==> src/rtl/bus_switch_arbiter_if.sv <==
// bus_switch_arbiter_if: request/gate-drive bundle between requesters and the switch arbiter
// req: per-requester tenure request; gate_n/gate_p: complementary pass-gate drives;
// owner: index of the granted requester; busy: a pass gate is on.
interface bus_switch_arbiter_if #(parameter int N_REQ = 4);
   localparam int W = N_REQ > 1 ? $clog2(N_REQ) : 1;
   logic [N_REQ-1:0] req;
   logic [N_REQ-1:0] gate_n;
   logic [N_REQ-1:0] gate_p;
   logic [W-1:0] owner;
   logic busy;
   modport master (output req, input gate_n, gate_p, owner, busy);
   modport slave (input req, output gate_n, gate_p, owner, busy);
endinterface

==> src/rtl/bus_switch_arbiter.sv <==
// bus_switch_arbiter: round-robin owner of a shared switched bus node with break-before-make dead time
// Ports: clk, rst (sync, active-high), bus (slave modport: req in; gate_n, gate_p, owner, busy out).
module bus_switch_arbiter #(
   parameter int N_REQ = 4,
   parameter int DEAD_CYCLES = 2,
   parameter int MAX_HOLD = 8
) (
   input logic clk,
   input logic rst,
   bus_switch_arbiter_if.slave bus
);
   localparam int W = N_REQ > 1 ? $clog2(N_REQ) : 1;
   typedef enum logic [1:0] {IDLE, ON, DEAD} state_t;
   state_t state;
   logic [W-1:0] ptr, win, cand;
   logic [7:0] hold_cnt;
   logic [3:0] dead_cnt;
   logic [N_REQ-1:0] others;
   logic any_req, hold_max, leave, arb;
   int idx;
   // Scan from the highest offset down so the requester closest to ptr wins last.
   always_comb begin
      win = ptr;
      cand = ptr;
      idx = 0;
      for (int k = N_REQ - 1; k >= 0; k--) begin
         idx = int'(ptr) + k;
         if (idx >= N_REQ) idx = idx - N_REQ;
         cand = W'(idx);
         if (bus.req[cand]) win = cand;
      end
   end
   assign others = bus.req & ~(N_REQ'(1) << bus.owner);
   assign any_req = |bus.req;
   assign hold_max = hold_cnt == 8'(MAX_HOLD - 1);
   assign leave = !bus.req[bus.owner] || (hold_max && |others);
   // Arbitration happens from IDLE or on the last dead cycle, so no extra gap follows reset.
   assign arb = (state == IDLE || (state == DEAD && dead_cnt == '0)) && any_req;
   always_ff @(posedge clk) begin
      if (rst) begin
         state <= IDLE;
         bus.gate_n <= '0;
         bus.gate_p <= '1;
         bus.owner <= '0;
         bus.busy <= 1'b0;
         ptr <= '0;
         hold_cnt <= '0;
         dead_cnt <= '0;
      end else if (arb) begin
         state <= ON;
         bus.gate_n <= N_REQ'(1) << win;
         bus.gate_p <= ~(N_REQ'(1) << win);
         bus.owner <= win;
         bus.busy <= 1'b1;
         hold_cnt <= '0;
      end else if (state == DEAD) begin
         if (dead_cnt == '0) state <= IDLE;
         else dead_cnt <= dead_cnt - 4'd1;
      end else if (state == ON) begin
         hold_cnt <= hold_max ? hold_cnt : hold_cnt + 8'd1;
         if (leave) begin
            state <= DEAD;
            bus.gate_n <= '0;
            bus.gate_p <= '1;
            bus.owner <= '0;
            bus.busy <= 1'b0;
            ptr <= bus.owner == W'(N_REQ - 1) ? '0 : bus.owner + 1'b1;
            dead_cnt <= 4'(DEAD_CYCLES - 1);
         end
      end
   end
endmodule

==> src/flat_wrapper.sv <==
// flat-port wrapper written by rule: the top's interface ports become plain ports
module bus_switch_arbiter_flat 
#(
   parameter int N_REQ = 4,
   parameter int DEAD_CYCLES = 2,
   parameter int MAX_HOLD = 8
)
  (clk, rst, bus_req, bus_gate_n, bus_gate_p, bus_owner, bus_busy);
  bus_switch_arbiter_if #(.N_REQ(N_REQ)) bus_i ();
  input logic clk;
  input logic rst;
  input wire logic [$bits(bus_i.req)-1:0] bus_req;
  output wire logic [$bits(bus_i.gate_n)-1:0] bus_gate_n;
  output wire logic [$bits(bus_i.gate_p)-1:0] bus_gate_p;
  output wire logic [$bits(bus_i.owner)-1:0] bus_owner;
  output wire logic [$bits(bus_i.busy)-1:0] bus_busy;
  assign bus_i.req = bus_req;
  assign bus_gate_n = bus_i.gate_n;
  assign bus_gate_p = bus_i.gate_p;
  assign bus_owner = bus_i.owner;
  assign bus_busy = bus_i.busy;
  bus_switch_arbiter #(.N_REQ(N_REQ), .DEAD_CYCLES(DEAD_CYCLES), .MAX_HOLD(MAX_HOLD)) u_core (.clk(clk), .rst(rst), .bus(bus_i));
endmodule
==> config.mk <==
export PLATFORM = sky130hd
export DESIGN_NAME = bus_switch_arbiter_flat
export DESIGN_NICKNAME = d
export VERILOG_FILES = /design/src/rtl/bus_switch_arbiter_if.sv /design/src/rtl/bus_switch_arbiter.sv /design/src/flat_wrapper.sv
export SDC_FILE = /design/constraint.sdc
export NUM_CORES = 1
export LEC_CHECK = 0
export CORE_MARGIN = 2
export CORE_UTILIZATION = 40
export CTS_BUF_LIST = sky130_fd_sc_hd__clkbuf_8 sky130_fd_sc_hd__clkbuf_16
export DETAILED_ROUTE_END_ITERATION = 12
export PLACE_DENSITY = 0.72
export RECOVER_POWER = 25
export SLEW_MARGIN = 20
export SYNTH_ARGS = -nofsm -noshare
export SYNTH_HDL_FRONTEND = slang
export SYNTH_SLANG_ARGS = --single-unit
==> constraint.sdc <==
create_clock -name clk -period 2.5 [get_ports clk]
set_clock_uncertainty 0.05 [all_clocks]
set_input_delay 0.5 -clock clk [delete_from_list [all_inputs] [get_ports clk]]
set_output_delay 0.5 -clock clk [all_outputs]
set_load 0.01 [all_outputs]
* Word-level counts from Yosys, hierarchy flattened *
Cells that the tools add are included.

word-level totals
  flip-flop bits (word level) = 27
  bits in latches = 0
  bits in writable memories = 0
  ROM bits = 0
  input bits = 6
  output and inout bits = 11
  word-level logic and storage cells = 111
  memories kept = 0

operators by class
  add/subtract/negate cells = 10
  $mul = 0
  div/mod/pow operators = 0
  order comparisons = 9
  equality and inequality tests = 8
  shift operators = 2
  multiplexer cells = 44
  bitwise operators = 6
  reduce and logical (&&, ||, !) cells = 23

operators by type and width
  operator             number
  $mux 4               12
  $mux 2               17
  $lt 2x3->1 const B   5
  $reduce_and 3->1     4
  $bmux 1 s2           5
  $mux 1               10
  $ge 3x3->1 const B   3
  $add 8x1->8 const B  1
  $eq 8x3->1 const B   1
  $not 4->4            2
  $reduce_and 4->1     2
  $reduce_bool 2->1    4
  $reduce_or 4->1      2
  $shl 1x2->4 const A  2
  $sub 2x1->2 const B  4
  $add 2x2->3 const B  2
  $reduce_bool 3->1    2
  $and 4x4->4          1
  $eq 2x2->1 const B   2
  $logic_not 4->1      1
  $ne 2x2->1 const B   2
  $sub 4x1->4 const B  1
  $add 2x1->3 const B  1
  $ge 2x3->1 const B   1
  other kinds (10)     15

* Longest topological paths before layout *
  depth after elaboration = 12
  mapped depth = 9
  depth with buffers taken out = 7

* Worst setup path after synthesis *
No wires, ideal clock.

  path kind = reg-to-reg
  from = register u_core.bus.owner[0]
  to = register u_core.bus.owner[0]
  setup time = 70 ps
  arrival time = 1796 ps
  required time = 2380 ps
  setup slack = 584 ps
  cell stages (with the launch flop) = 9
  buffers on the path = 2
  period minus slack after synthesis = 1916 ps
  path through = dfxtp_1 ha_1 nand2b_1 o2111ai_1 a221oi_2 buf_2 buf_2 o211ai_1 a21oi_1

on the way
  cells in the longest elaborated chain, start to end = 8
  elaborated cells on any way between the ends = 11
  those cells by class = shift (1); mux (2); bitwise (2); reduce/logical (6)

ends and longest elaborated chain
  item                                  line                         source
  start: declaration                    bus_switch_arbiter_if.sv:12  modport slave (input req, output gate_n, gate_p, owner, busy);
  start signal: assignment              bus_switch_arbiter.sv:53     bus.owner <= win;
  $shl 1x2->4                           bus_switch_arbiter.sv:33     assign others = bus.req & ~(N_REQ'(1) << bus.owner);
  $not 4->4                             bus_switch_arbiter.sv:33
  $and 4x4->4                           bus_switch_arbiter.sv:33
  $reduce_or 4->1                       bus_switch_arbiter.sv:36     assign leave = !bus.req[bus.owner] || (hold_max && |others);
  $logic_and 1x1->1                     bus_switch_arbiter.sv:36
  $logic_or 1x1->1 *                    bus_switch_arbiter.sv:36
  $reduce_bool 2->1 (no source line) *  -
  $reduce_and 3->1 (no source line) *   -

Every way passes the cells marked *; elsewhere a longest branch is shown, timed or not. The select of a mux whose other input is x is not followed.
A chain may end at the register's enable or synchronous reset.

* Worst setup path after layout *
  from = input bus_req[0]
  to = register u_core.dead_cnt[3]

on the way
  cells in the longest elaborated chain, start to end = 6
  elaborated cells on any way between the ends = 12
  those cells by class = mux (2); bitwise (2); reduce/logical (8)

ends and longest elaborated chain
  item                                                                    line                                                source
  start: declaration                                                      flat_wrapper.sv:12                                  input wire logic [$bits(bus_i.req)-1:0] bus_req;
  $bmux 1 s2 / $and 4x4->4 (equally long branches)                        bus_switch_arbiter.sv:36, bus_switch_arbiter.sv:33
  $mux 1 (not written as such) / $reduce_or 4->1 (equally long branches)  bus_switch_arbiter.sv:36
  $logic_not 1->1 / $logic_and 1x1->1 (equally long branches)             bus_switch_arbiter.sv:36
  $logic_or 1x1->1                                                        bus_switch_arbiter.sv:36
  $reduce_bool 2->1 (no source line)                                      -
  $reduce_and 4->1 (no source line) *                                     -
  end signal: assignment                                                  bus_switch_arbiter.sv:58                            else dead_cnt <= dead_cnt - 4'd1;
  end signal: assignment                                                  bus_switch_arbiter.sv:68                            dead_cnt <= 4'(DEAD_CYCLES - 1);
  end: declaration                                                        bus_switch_arbiter.sv:17                            logic [3:0] dead_cnt;

Marks and branches as above.

==> metrics.csv <==
stage,metric,value,unit
status,run_status,finished clean,
hold_path,worst_hold_check_path_type,reg2reg,
cts,cts.repair.resized,0,
worst_setup_path,rr_startpoint,u_core.bus.owner[0]$_SDFFE_PP0P_,
routing,detailroute.via_count,1348,
cts,cts_num_sinks,27,
worst_setup_path,worstSetupEndpointType,flop,
timing,hold_viol,0,
timing,unrepaired_setup_endpoints_after_global_routing,false,
final_layout,antenna_cells_inserted,0,
final_layout,filler_cell_count,346,
floorplanning,io_pins,17,
worst_setup_path,cp_slowest_cell,or4_4,
floorplanning,die_ar,4330,um^2
synth,netlist_area_before_placement,1530,um^2
final_layout,area_growth,19.8,%
synth,yosysTopAreaCellShare,0.354,
worst_setup_path,cp-start-kind,input pin,
worst_setup_path,crit_path_start,bus_req[0],
routing,detail_route.wirelength,3.23,mm
routing,wl_per_cell,12.9,um
cts,clkTransAtPathRegs,0.09,ns
timing,min_period,2.16,ns
final_layout,final_net_count,219,
worst_setup_path,cp.arrival,2.31,ns
global_routing,grt_util_all_layers,0.162,
global_routing,pin_count_of_the_biggest_net_entering_global_routing,15,
power,power-per-cell-area,606,nW/um^2
synth,asr_flop_ratio_synth,0,
synth,synthTopCellsByArea,"dfxtp_1 35%, ha_1 8.2%, o21ai_0 4.9%",
hold_path,min_from,u_core.bus.gate_n[2]$_SDFFE_PP0P_,
synth,number_of_warnings_printed_during_yosys_synthesis,0,
global_routing,gr-total-overflow,0,
synth,register_area_share_after_synthesis,0.354,
synth,syn-mean-instance-area,8.49,um^2
placed_design,gpl.final_weighted_congestion,0.781,
timing,setup_tns,0,ns
final_layout,layout_common_cells,"27 x dfxtp_1, 18 x nor2_1, 15 x o21ai_0",
timing,max_slew.worst_pin.slew,0.606,ns
cts,htreeDepth,1,
final_layout,register_area,541,um^2
routing,drt_pass1_iterations,4,
cts,cts.repair_timing.setup_buffer_count,0,
timing,timing.final.crit_share,0.864,
synth,yosys.area.top_type,dfxtp_1,
cts,root_buffer,clkbuf_8,
worst_setup_path,critical_path_cell_by_cell,clkdlybuf4s50_1 > or4_4 > a21oi_2 > nand3_1 > o21ai_0 > mux2i_1,
floorplanning,design.core.area,3660,um^2
routing,drc_errors_left,0,
power,p_leak,0.675,nW
global_routing,vias_in_the_first_global_route,1245,
worst_setup_path,timing.critical_path.slowest_cell_delay,0.56,ns
routing,initialDrtViolationCount,88,
cts,cts_tree,yes,
final_layout,final-instance-count-excl-fill,250,
routing,via_per_inst,5.39,
routing,route.antenna.remaining_nets,0,
cts,cts_made_buffers,3,
worst_setup_path,cp_max_fo,6,
cts,worstSkewPairLatency,0.26,ns
synth,synthFlopType,dfxtp_1,
cts,cts.path.max_buffers,2,
final_layout,drive_gt1_frac,0.0941,
floorplanning,floorplan.die.width,65.8,um
final_layout,final_common_cell,dfxtp_1,
placed_design,io_buffers,16,
job,max_cap_viol_count,0,
synth,synth.ff_latch_count,27,
final_layout,multi_input_area,920,um^2
timing,max_clock_freq,463,MHz
worst_setup_path,critPathKind,in2reg,
timing,timing_max_transition_violations_final,0,
worst_setup_path,critical_path_required,2.65,ns
placed_design,post-place-cells,246,
synth,ys_types,43,
placed_design,place.detailed.hpwl,2.43,mm
timing,maxSlewHeadroom,0.592,
synth,synth_cells,180,
power,peakVddDrop,291,uV
floorplanning,row_count,22,
global_routing,antenna_found_initial,0,
global_routing,grt_first_pass_wirelength,5.61,mm
floorplanning,dieHeight,65.8,um
cts,cts_hold_buf,0,
synth,synth_enable_flop_cells,0,
synth,syn_nets,196,
timing,setup-violations-final,0,
floorplanning,initial_utilization,0.417,
-- worst max-delay path: cells and delay by family --
kind / cells / cell delay (ns)
simple gates: 2 / 0.66
buf+inv: 1 / 0.46
compound gates: 2 / 0.46
mux: 1 / 0.22
-- cell usage after synthesis, types with 4 or more instances --
library cell	instances
dfxtp_1	27
nor2_1	18
o21ai_0	15
a21oi_1	12
ha_1	10
inv_1	10
nand2_1	10
o211ai_1	6
a21o_1	5
nand3_1	5
nor2b_1	5
clkbuf_1	4
mux2i_1	4
nand2b_1	4
nand4_1	4
xor2_1	4
-- state kept, by name (all words and copies together), names as in the netlist --
signal             cells
u_core.hold_cnt        8
u_core.dead_cnt        4
u_core.state           2
u_core.ptr             2
u_core.bus.gate_p      4
u_core.bus.owner       2
u_core.bus.busy        1
u_core.bus.gate_n      4
-- power breakdown --
part	switching (mW)	internal (mW)	total [mW]
clock	0.126	0.110	0.236
combinational	0.211	0.160	0.371
sequential	0.0339	0.469	0.503
-- stage by stage --
step	setup slack (ns)	cell area (um^2)	utilization	hold WS [ns]	total power, mW
2_1_floorplan	0.584	1530	-	0.430	0.752
3_5_place_dp	0.0792	1790	0.488	0.445	0.888
5_1_grt	0.205	1830	0.500	0.479	1.19
6_report	0.341	1830	0.500	0.458	1.11
3_3_place_gp	0.107	1790	0.488	0.429	0.885
4_1_cts	0.341	1830	0.500	0.459	1.13
-- worst paths after layout --
kind | endpoint | slack [ns] | cells after the start
hold / removal | u_core.bus.gate_n[2]$_SDFFE_PP0P_ | 0.46 | 2
hold reg to reg | u_core.bus.gate_n[2]$_SDFFE_PP0P_ | 0.46 | 2
setup reg to reg | u_core.bus.gate_p[2]$_SDFFE_PP1P_ | 0.44 | 7
setup / recovery | u_core.dead_cnt[3]$_SDFFE_PP0P_ | 0.34 | 6
-- kinds of logic after synthesis --
family / synth area share
buffers and inverters: 0.0442
multiplexers: 0.0262
adder cells (fa/ha/maj): 0.0819
AO/OA/AOI/OAI: 0.249
flip-flops: 0.354
AND/OR/NAND/NOR: 0.210
XOR/XNOR: 0.0344
-- layer usage --
metal / wire [um] / global-route usage
met5: 0 / 0
met4: 21 / 0.0313
met3: 123 / 0.0204
met2: 1360 / 0.258
met1: 1720 / 0.236
-- area by class of cell --
type	count	share of cell area
clock buffers	3	0.0226
clock inverters	1	0.00205
inverters	10	0.0205
multi-input cells	136	0.502
flip-flops and latches	27	0.295
well taps	48	0.0328
repair buffers	25	0.124
No activity file was read; power rests on OpenSTA's default activity.
